**config.mk**
```make
export PLATFORM = sky130hd
export DESIGN_NAME = pipeline_stall_controller_flat
export DESIGN_NICKNAME = d
export VERILOG_FILES = /design/src/rtl/pipeline_stall_controller_if.sv /design/src/rtl/pipeline_stall_controller.sv /design/src/flat_wrapper.sv
export SDC_FILE = /design/constraint.sdc
export NUM_CORES = 1
export LEC_CHECK = 0
export CORE_ASPECT_RATIO = 2
export CORE_MARGIN = 10
export CORE_UTILIZATION = 48
export CTS_CLUSTER_SIZE = 24
export DETAILED_ROUTE_END_ITERATION = 8
export PLACE_DENSITY_LB_ADDON = 0.08
export SKIP_CTS_REPAIR_TIMING = 1
export SLEW_MARGIN = 20
export SYNTH_ARGS = -nofsm -noshare
export SYNTH_HDL_FRONTEND = slang
export SYNTH_SLANG_ARGS = --single-unit
```
**constraint.sdc**
```tcl
create_clock -name clock -period 3.2 [get_ports clock]
set_clock_uncertainty 0.05 [all_clocks]
set_input_delay 0.48 -clock clock [delete_from_list [all_inputs] [get_ports clock]]
set_output_delay 0.48 -clock clock [all_outputs]
set_load 0.02 [all_outputs]
```
**src/rtl/pipeline_stall_controller_if.sv**
```systemverilog
// Purpose : hazard-request / stall-vector bundle between pipeline stages and the stall controller.
// Latency : plain wires, no state.
// Backpressure: none; the stall vector itself is the backpressure into the pipeline buffers.
// Ports   : requests (id/ex/mem/flush) flow into the controller, stall/status flow out.
interface pipeline_stall_controller_if #(
    parameter int STALL_WIDTH = 6,
    parameter int CNT_WIDTH   = 6
);
    logic                   id_stall_request;
    logic                   ex_multicycle_start;
    logic [CNT_WIDTH-1:0]   ex_multicycle_cycles;
    logic                   ex_multicycle_cancel;
    logic                   mem_stall_request;
    logic                   flush;
    logic [STALL_WIDTH-1:0] stall;
    logic                   ex_busy;
    logic                   ex_done;
    logic                   mem_timeout;
    logic [31:0]            stall_cycles;

    // Pipeline side: raises requests, consumes the stall vector and status.
    modport master (
        output id_stall_request, ex_multicycle_start, ex_multicycle_cycles,
               ex_multicycle_cancel, mem_stall_request, flush,
        input  stall, ex_busy, ex_done, mem_timeout, stall_cycles
    );

    // Controller side.
    modport slave (
        input  id_stall_request, ex_multicycle_start, ex_multicycle_cycles,
               ex_multicycle_cancel, mem_stall_request, flush,
        output stall, ex_busy, ex_done, mem_timeout, stall_cycles
    );
endinterface

```
**src/rtl/pipeline_stall_controller.sv**
```systemverilog
// Purpose : central stall sequencer: priority-merges ID/EX/MEM stalls, runs the EX multi-cycle FSM,
//           MEM wait watchdog and stall performance counter.
// Latency : stall vector is combinational from requests and FSM state (zero-cycle hold on start).
// Backpressure: stall bits hold pc..mem buffers; a MEM stall freezes a finished EX result in DONE.
// Ports   : clock, reset (sync, active-low), bus (slave modport of pipeline_stall_controller_if).
module pipeline_stall_controller #(
    parameter int STALL_WIDTH = 6,
    parameter int CNT_WIDTH   = 6,
    parameter int MEM_TIMEOUT = 255
) (
    input  logic                         clock,
    input  logic                         reset,
    pipeline_stall_controller_if.slave   bus
);
    typedef enum logic [1:0] {S_IDLE, S_BUSY, S_DONE} state_t;

    // Stall masks: bit0=PC .. bit5=WB. Each source holds its own stage and everything upstream.
    localparam logic [STALL_WIDTH-1:0] MASK_MEM = STALL_WIDTH'(5'h1F);
    localparam logic [STALL_WIDTH-1:0] MASK_EX  = STALL_WIDTH'(4'hF);
    localparam logic [STALL_WIDTH-1:0] MASK_ID  = STALL_WIDTH'(3'h7);
    localparam logic [15:0]            WD_LIMIT = 16'(MEM_TIMEOUT);

    state_t                 state_q, state_d;
    logic [CNT_WIDTH-1:0]   cnt_q, cnt_d;
    logic [15:0]            wd_q, wd_d;
    logic                   timeout_q;
    logic [31:0]            stall_cycles_q;

    logic                   abort;
    logic                   start_ok;
    logic                   ex_stall;
    logic [STALL_WIDTH-1:0] stall_raw;

    assign abort    = bus.flush | bus.ex_multicycle_cancel;
    assign start_ok = (state_q == S_IDLE) && bus.ex_multicycle_start &&
                      (bus.ex_multicycle_cycles != '0) && !abort;
    // The start cycle itself already stalls so id/ex holds the operands.
    assign ex_stall = (state_q == S_BUSY) || start_ok;

    always_comb begin
        stall_raw = '0;
        if (bus.flush)                 stall_raw = '0;
        else if (bus.mem_stall_request) stall_raw = MASK_MEM;
        else if (ex_stall)             stall_raw = MASK_EX;
        else if (bus.id_stall_request) stall_raw = MASK_ID;
    end

    // Countdown holds the stall cycles still owed after the current one; BUSY leaves
    // for DONE on the cycle it would reach zero. N=1 owes nothing and goes straight to DONE.
    always_comb begin
        state_d = state_q;
        cnt_d   = cnt_q;
        if (abort) begin
            state_d = S_IDLE;
            cnt_d   = '0;
        end else begin
            case (state_q)
                S_IDLE: begin
                    if (start_ok) begin
                        cnt_d   = bus.ex_multicycle_cycles - CNT_WIDTH'(1);
                        state_d = (bus.ex_multicycle_cycles == CNT_WIDTH'(1)) ? S_DONE : S_BUSY;
                    end
                end
                S_BUSY: begin
                    // Keeps counting through MEM stalls; start requests are ignored here.
                    cnt_d = cnt_q - CNT_WIDTH'(1);
                    if (cnt_q == CNT_WIDTH'(1)) state_d = S_DONE;
                end
                S_DONE: begin
                    cnt_d = '0;
                    // Hold the result while MEM is stalled so EX does not miss it.
                    if (!bus.mem_stall_request) state_d = S_IDLE;
                end
                default: begin
                    state_d = S_IDLE;
                    cnt_d   = '0;
                end
            endcase
        end
    end

    always_comb begin
        wd_d = wd_q;
        if (bus.flush || !bus.mem_stall_request) wd_d = '0;
        else if (wd_q != WD_LIMIT)               wd_d = wd_q + 16'd1;
    end

    always_ff @(posedge clock) begin
        if (!reset) begin
            state_q        <= S_IDLE;
            cnt_q          <= '0;
            wd_q           <= '0;
            timeout_q      <= 1'b0;
            stall_cycles_q <= '0;
        end else begin
            state_q        <= state_d;
            cnt_q          <= cnt_d;
            wd_q           <= wd_d;
            if (wd_d == WD_LIMIT) timeout_q <= 1'b1;
            stall_cycles_q <= stall_cycles_q + 32'(stall_raw[0]);
        end
    end

    assign bus.stall        = reset ? stall_raw : '0;
    assign bus.ex_busy      = reset && (state_q == S_BUSY);
    // A result in DONE is discarded if the same cycle is flushed or cancelled.
    assign bus.ex_done      = reset && (state_q == S_DONE) && !abort;
    assign bus.mem_timeout  = timeout_q;
    assign bus.stall_cycles = stall_cycles_q;
endmodule

```
**src/flat_wrapper.sv**
```systemverilog
// flat-port wrapper written by rule: the top's interface ports become plain ports
module pipeline_stall_controller_flat 
#(
    parameter int STALL_WIDTH = 6,
    parameter int CNT_WIDTH   = 6,
    parameter int MEM_TIMEOUT = 255
)
  (clock, reset, bus_id_stall_request, bus_ex_multicycle_start, bus_ex_multicycle_cycles, bus_ex_multicycle_cancel, bus_mem_stall_request, bus_flush, bus_stall, bus_ex_busy, bus_ex_done, bus_mem_timeout, bus_stall_cycles);
  pipeline_stall_controller_if #(.STALL_WIDTH(STALL_WIDTH), .CNT_WIDTH(CNT_WIDTH)) bus_i ();
  input  logic clock;
  input  logic reset;
  input wire logic [$bits(bus_i.id_stall_request)-1:0] bus_id_stall_request;
  input wire logic [$bits(bus_i.ex_multicycle_start)-1:0] bus_ex_multicycle_start;
  input wire logic [$bits(bus_i.ex_multicycle_cycles)-1:0] bus_ex_multicycle_cycles;
  input wire logic [$bits(bus_i.ex_multicycle_cancel)-1:0] bus_ex_multicycle_cancel;
  input wire logic [$bits(bus_i.mem_stall_request)-1:0] bus_mem_stall_request;
  input wire logic [$bits(bus_i.flush)-1:0] bus_flush;
  output wire logic [$bits(bus_i.stall)-1:0] bus_stall;
  output wire logic [$bits(bus_i.ex_busy)-1:0] bus_ex_busy;
  output wire logic [$bits(bus_i.ex_done)-1:0] bus_ex_done;
  output wire logic [$bits(bus_i.mem_timeout)-1:0] bus_mem_timeout;
  output wire logic [$bits(bus_i.stall_cycles)-1:0] bus_stall_cycles;
  assign bus_i.id_stall_request = bus_id_stall_request;
  assign bus_i.ex_multicycle_start = bus_ex_multicycle_start;
  assign bus_i.ex_multicycle_cycles = bus_ex_multicycle_cycles;
  assign bus_i.ex_multicycle_cancel = bus_ex_multicycle_cancel;
  assign bus_i.mem_stall_request = bus_mem_stall_request;
  assign bus_i.flush = bus_flush;
  assign bus_stall = bus_i.stall;
  assign bus_ex_busy = bus_i.ex_busy;
  assign bus_ex_done = bus_i.ex_done;
  assign bus_mem_timeout = bus_i.mem_timeout;
  assign bus_stall_cycles = bus_i.stall_cycles;
  pipeline_stall_controller #(.STALL_WIDTH(STALL_WIDTH), .CNT_WIDTH(CNT_WIDTH), .MEM_TIMEOUT(MEM_TIMEOUT)) u_core (.clock(clock), .reset(reset), .bus(bus_i));
endmodule
```
==> impl_metrics.tcl <==
set metrics [dict create \
    status "complete, no violations" \
    dp.cells 502 \
    yosysWarnings 0 \
    multiInputGateArea_um2 1890 \
    synth_top_area_frac 0.366 \
    die_area_um2 10300 \
    final_util 0.661 \
    fin_crit_sh 0.951 \
    synth_largest_area_cell "dfxtp_1" \
    top_usage_layer "met2" \
    fin_crit_ns 3.04 \
    max_freq_mhz 329 \
    netlist_top_cells_count "dfxtp_1 (57), and2_1 (30), nand2_1 (27), nor2_1 (27), xnor2_1 (25)" \
    r2r_start "u_core.state_q[1]$_SDFFE_PP0P_" \
    numCtsBuffers 9 \
    worst_ep_arrival_time_ns 2.51 \
    io_pins 54 \
    leakage_nw 1.59 \
    synth.most_common_cell "dfxtp_1" \
    met3_usage 0.0348 \
    cts_max_path_buffers 2 \
    path_cells "dlymetal6s2s_1, or3b_4, a2111oi_4, nor3_2, a21oi_2, and2_1, clkdlybuf4s50_1" \
    gp_congestion 0.907 \
    drv_slew 0 \
    finalPower_mw 1.69 \
    grt_pass1_wl_mm 12.4 \
    final_antenna_net_count 0 \
    power_frac_seq 0.425 \
    synth-main-ff-cell "dfxtp_1" \
    h-tree-depth 3 \
    wirelength_mm 7.53 \
    drc 0 \
    vias_per_cell 5.43 \
    fin_ws_ns 0.156 \
    hpwl_mm 5.82 \
    nFillCells 544 \
    final-setup-viol-count 0 \
    drive_gt1_frac 0.155 \
    hp-class "reg2reg" \
    place_area_um2 3830 \
    yosysUniqueCellTypes 56 \
    start_kind "primary input" \
    slew_headroom 0.597 \
    synth-seq-cells 57 \
    synth_edf_count 0 \
    cp_top_family "buffers and inverters" \
    finalHoldViolations 0 \
    synthTopCellsByArea "dfxtp_1 (37%), xnor2_1 (7.0%), and2_1 (6.0%), xor2_1 (5.9%), nand3_1 (3.7%)" \
    wl_per_cell_um 14.5 \
    design_area_um2 4170 \
    antenna_cells 0 \
    preCtsSetupSlack_ns -0.536 \
    core-area_um2 6310 \
    power_switching_mw 0.402 \
    use_met1 0.137 \
    startpoint "bus_flush" \
    die_h_um 134 \
    crit_required_ns 2.67 \
    cpMaxStageDelayCell "clkdlybuf4s50_1" \
    tns_ns 0 \
    syn_area_um2 3120 \
    die_x_um 77 \
    clkLatencyLatePin_ns 0.33 \
    path_buf_inv 2 \
    cpPeakStageDelay_ns 0.62 \
    synth-seq-area-share 0.366 \
    holdWs_ns 0.437 \
    irDropWorstVdd_v 0.000435 \
    clockRootBuffer "clkbuf_16" \
    nNetsFinal 447 \
    num_vias 2814 \
    power_frac_clock 0.509 \
    port_buffers 52 \
    drt_pass1_iterations 4 \
    regArea_um2 1140 \
    antenna_found_initial 0 \
    initial_core_util 0.494 \
    maxCapViolCount 0 \
    p_int_mw 1.29 \
    synth_nets 377 \
    tightestPinTransition_ns 0.601 \
    grt_max_degree 39 \
    combPwrFrac 0.066 \
    power_density_nw_per_um2 407 \
    swShare 0.237 \
    use_met2 0.275 \
    min_from "u_core.cnt_q[4]$_SDFFE_PP0P_" \
    area_growth_syn_to_layout_pct 33.6 \
    cp-end-kind "primary output" \
    grt_pass1_vias 2740 \
    rows 41 \
    cts.sinks 57 \
    setup.worst_path.class "in2out" \
    drt_iter0_drc 118 \
    async_flop_share 0 \
    syn-instance-count 357 \
    avgSynthCellArea_um2 8.74 \
    critPathMaxFanout 3 \
    clk_pin_slew_worst_paths_ns 0.05 \
    instances_no_fill 518 \
    track_usage 0.145 \
    cts_tree "yes" \
    overflow 0 \
]
## cell type report
| type | count | share of cell area |
|---|---|---|
| flip-flops and latches | 57 | 0.274 |
| multi-input cells | 274 | 0.453 |
| inverters | 8 | 0.00721 |
| well taps | 86 | 0.0258 |
| clock inverters | 7 | 0.0111 |
| repair buffers | 77 | 0.175 |
| clock buffers | 9 | 0.0540 |
## per-layer routing
layer | part of all wire | vias to the layer above
met5 | 0 | -
met4 | 0.024 | 0
met3 | 0.041 | 13
met2 | 0.55 | 57
met1 | 0.39 | 1351
li1 | - | 1393
## state kept, by name, indices dropped and copies added, names as in the netlist
name                     count
u_core.state_q               2
u_core.bus.mem_timeout       1
u_core.cnt_q                 6
u_core.bus.stall_cycles     32
u_core.wd_q                 16
## tightest hold or removal path: stages, from the launching register on
cell and delay [ns]:
dfxtp_1 0.31, o21ai_0 0.07, a21oi_1 0.06
## logic make-up (layout without fill, tap and decap cells)
logic type / count (synthesis) / after routing / share of synthesized area
buffers and inverters: 26 / 101 / 0.0449
XOR/XNOR: 46 / 46 / 0.129
AO/OA/AOI/OAI: 46 / 46 / 0.107
other: 1 / 1 / 0.00120
multiplexers: 1 / 1 / 0.00321
flip-flops: 57 / 57 / 0.366
adder cells (fa/ha/maj): 7 / 7 / 0.0281
AND/OR/NAND/NOR: 173 / 173 / 0.321
## final timing paths
kind                                            end  slack, ns  depth (start not counted)
max                                    bus_stall[2]       0.16                          7
min                    u_core.cnt_q[4]$_SDFFE_PP0P_       0.44                          2
max reg2reg  u_core.bus.stall_cycles[31]$_SDFF_PN0_       0.44                         10
min reg2reg            u_core.cnt_q[4]$_SDFFE_PP0P_       0.44                          2
## power by group through the flow
stage               clock network (mW)  registers (mW)  logic, mW
floorplan                            0           0.736     0.0518
global placement                     0           0.734      0.107
detailed placement                   0           0.735      0.108
CTS                              0.876           0.719      0.109
global route                     0.909           0.720      0.123
finish                           0.862           0.720      0.113
## layout by cell type, fill, tap and decap left out, types with 3 or more instances in the layout
cell type,n
a211oi_1,3
a21boi_0,3
a21oi_1,9
a31oi_1,4
and2_1,30
and3_1,5
and4_1,5
buf_4,25
clkbuf_16,9
clkdlybuf4s50_1,43
clkinv_2,3
clkinvlp_4,3
dfxtp_1,57
dlymetal6s2s_1,9
ha_1,5
inv_1,6
nand2_1,26
nand3_1,23
nand4_1,11
nor2_1,26
nor2b_1,8
nor3_1,11
o21ai_0,10
or3_1,3
xnor2_1,25
xor2_1,21
Power figures use the tool's default switching activity.
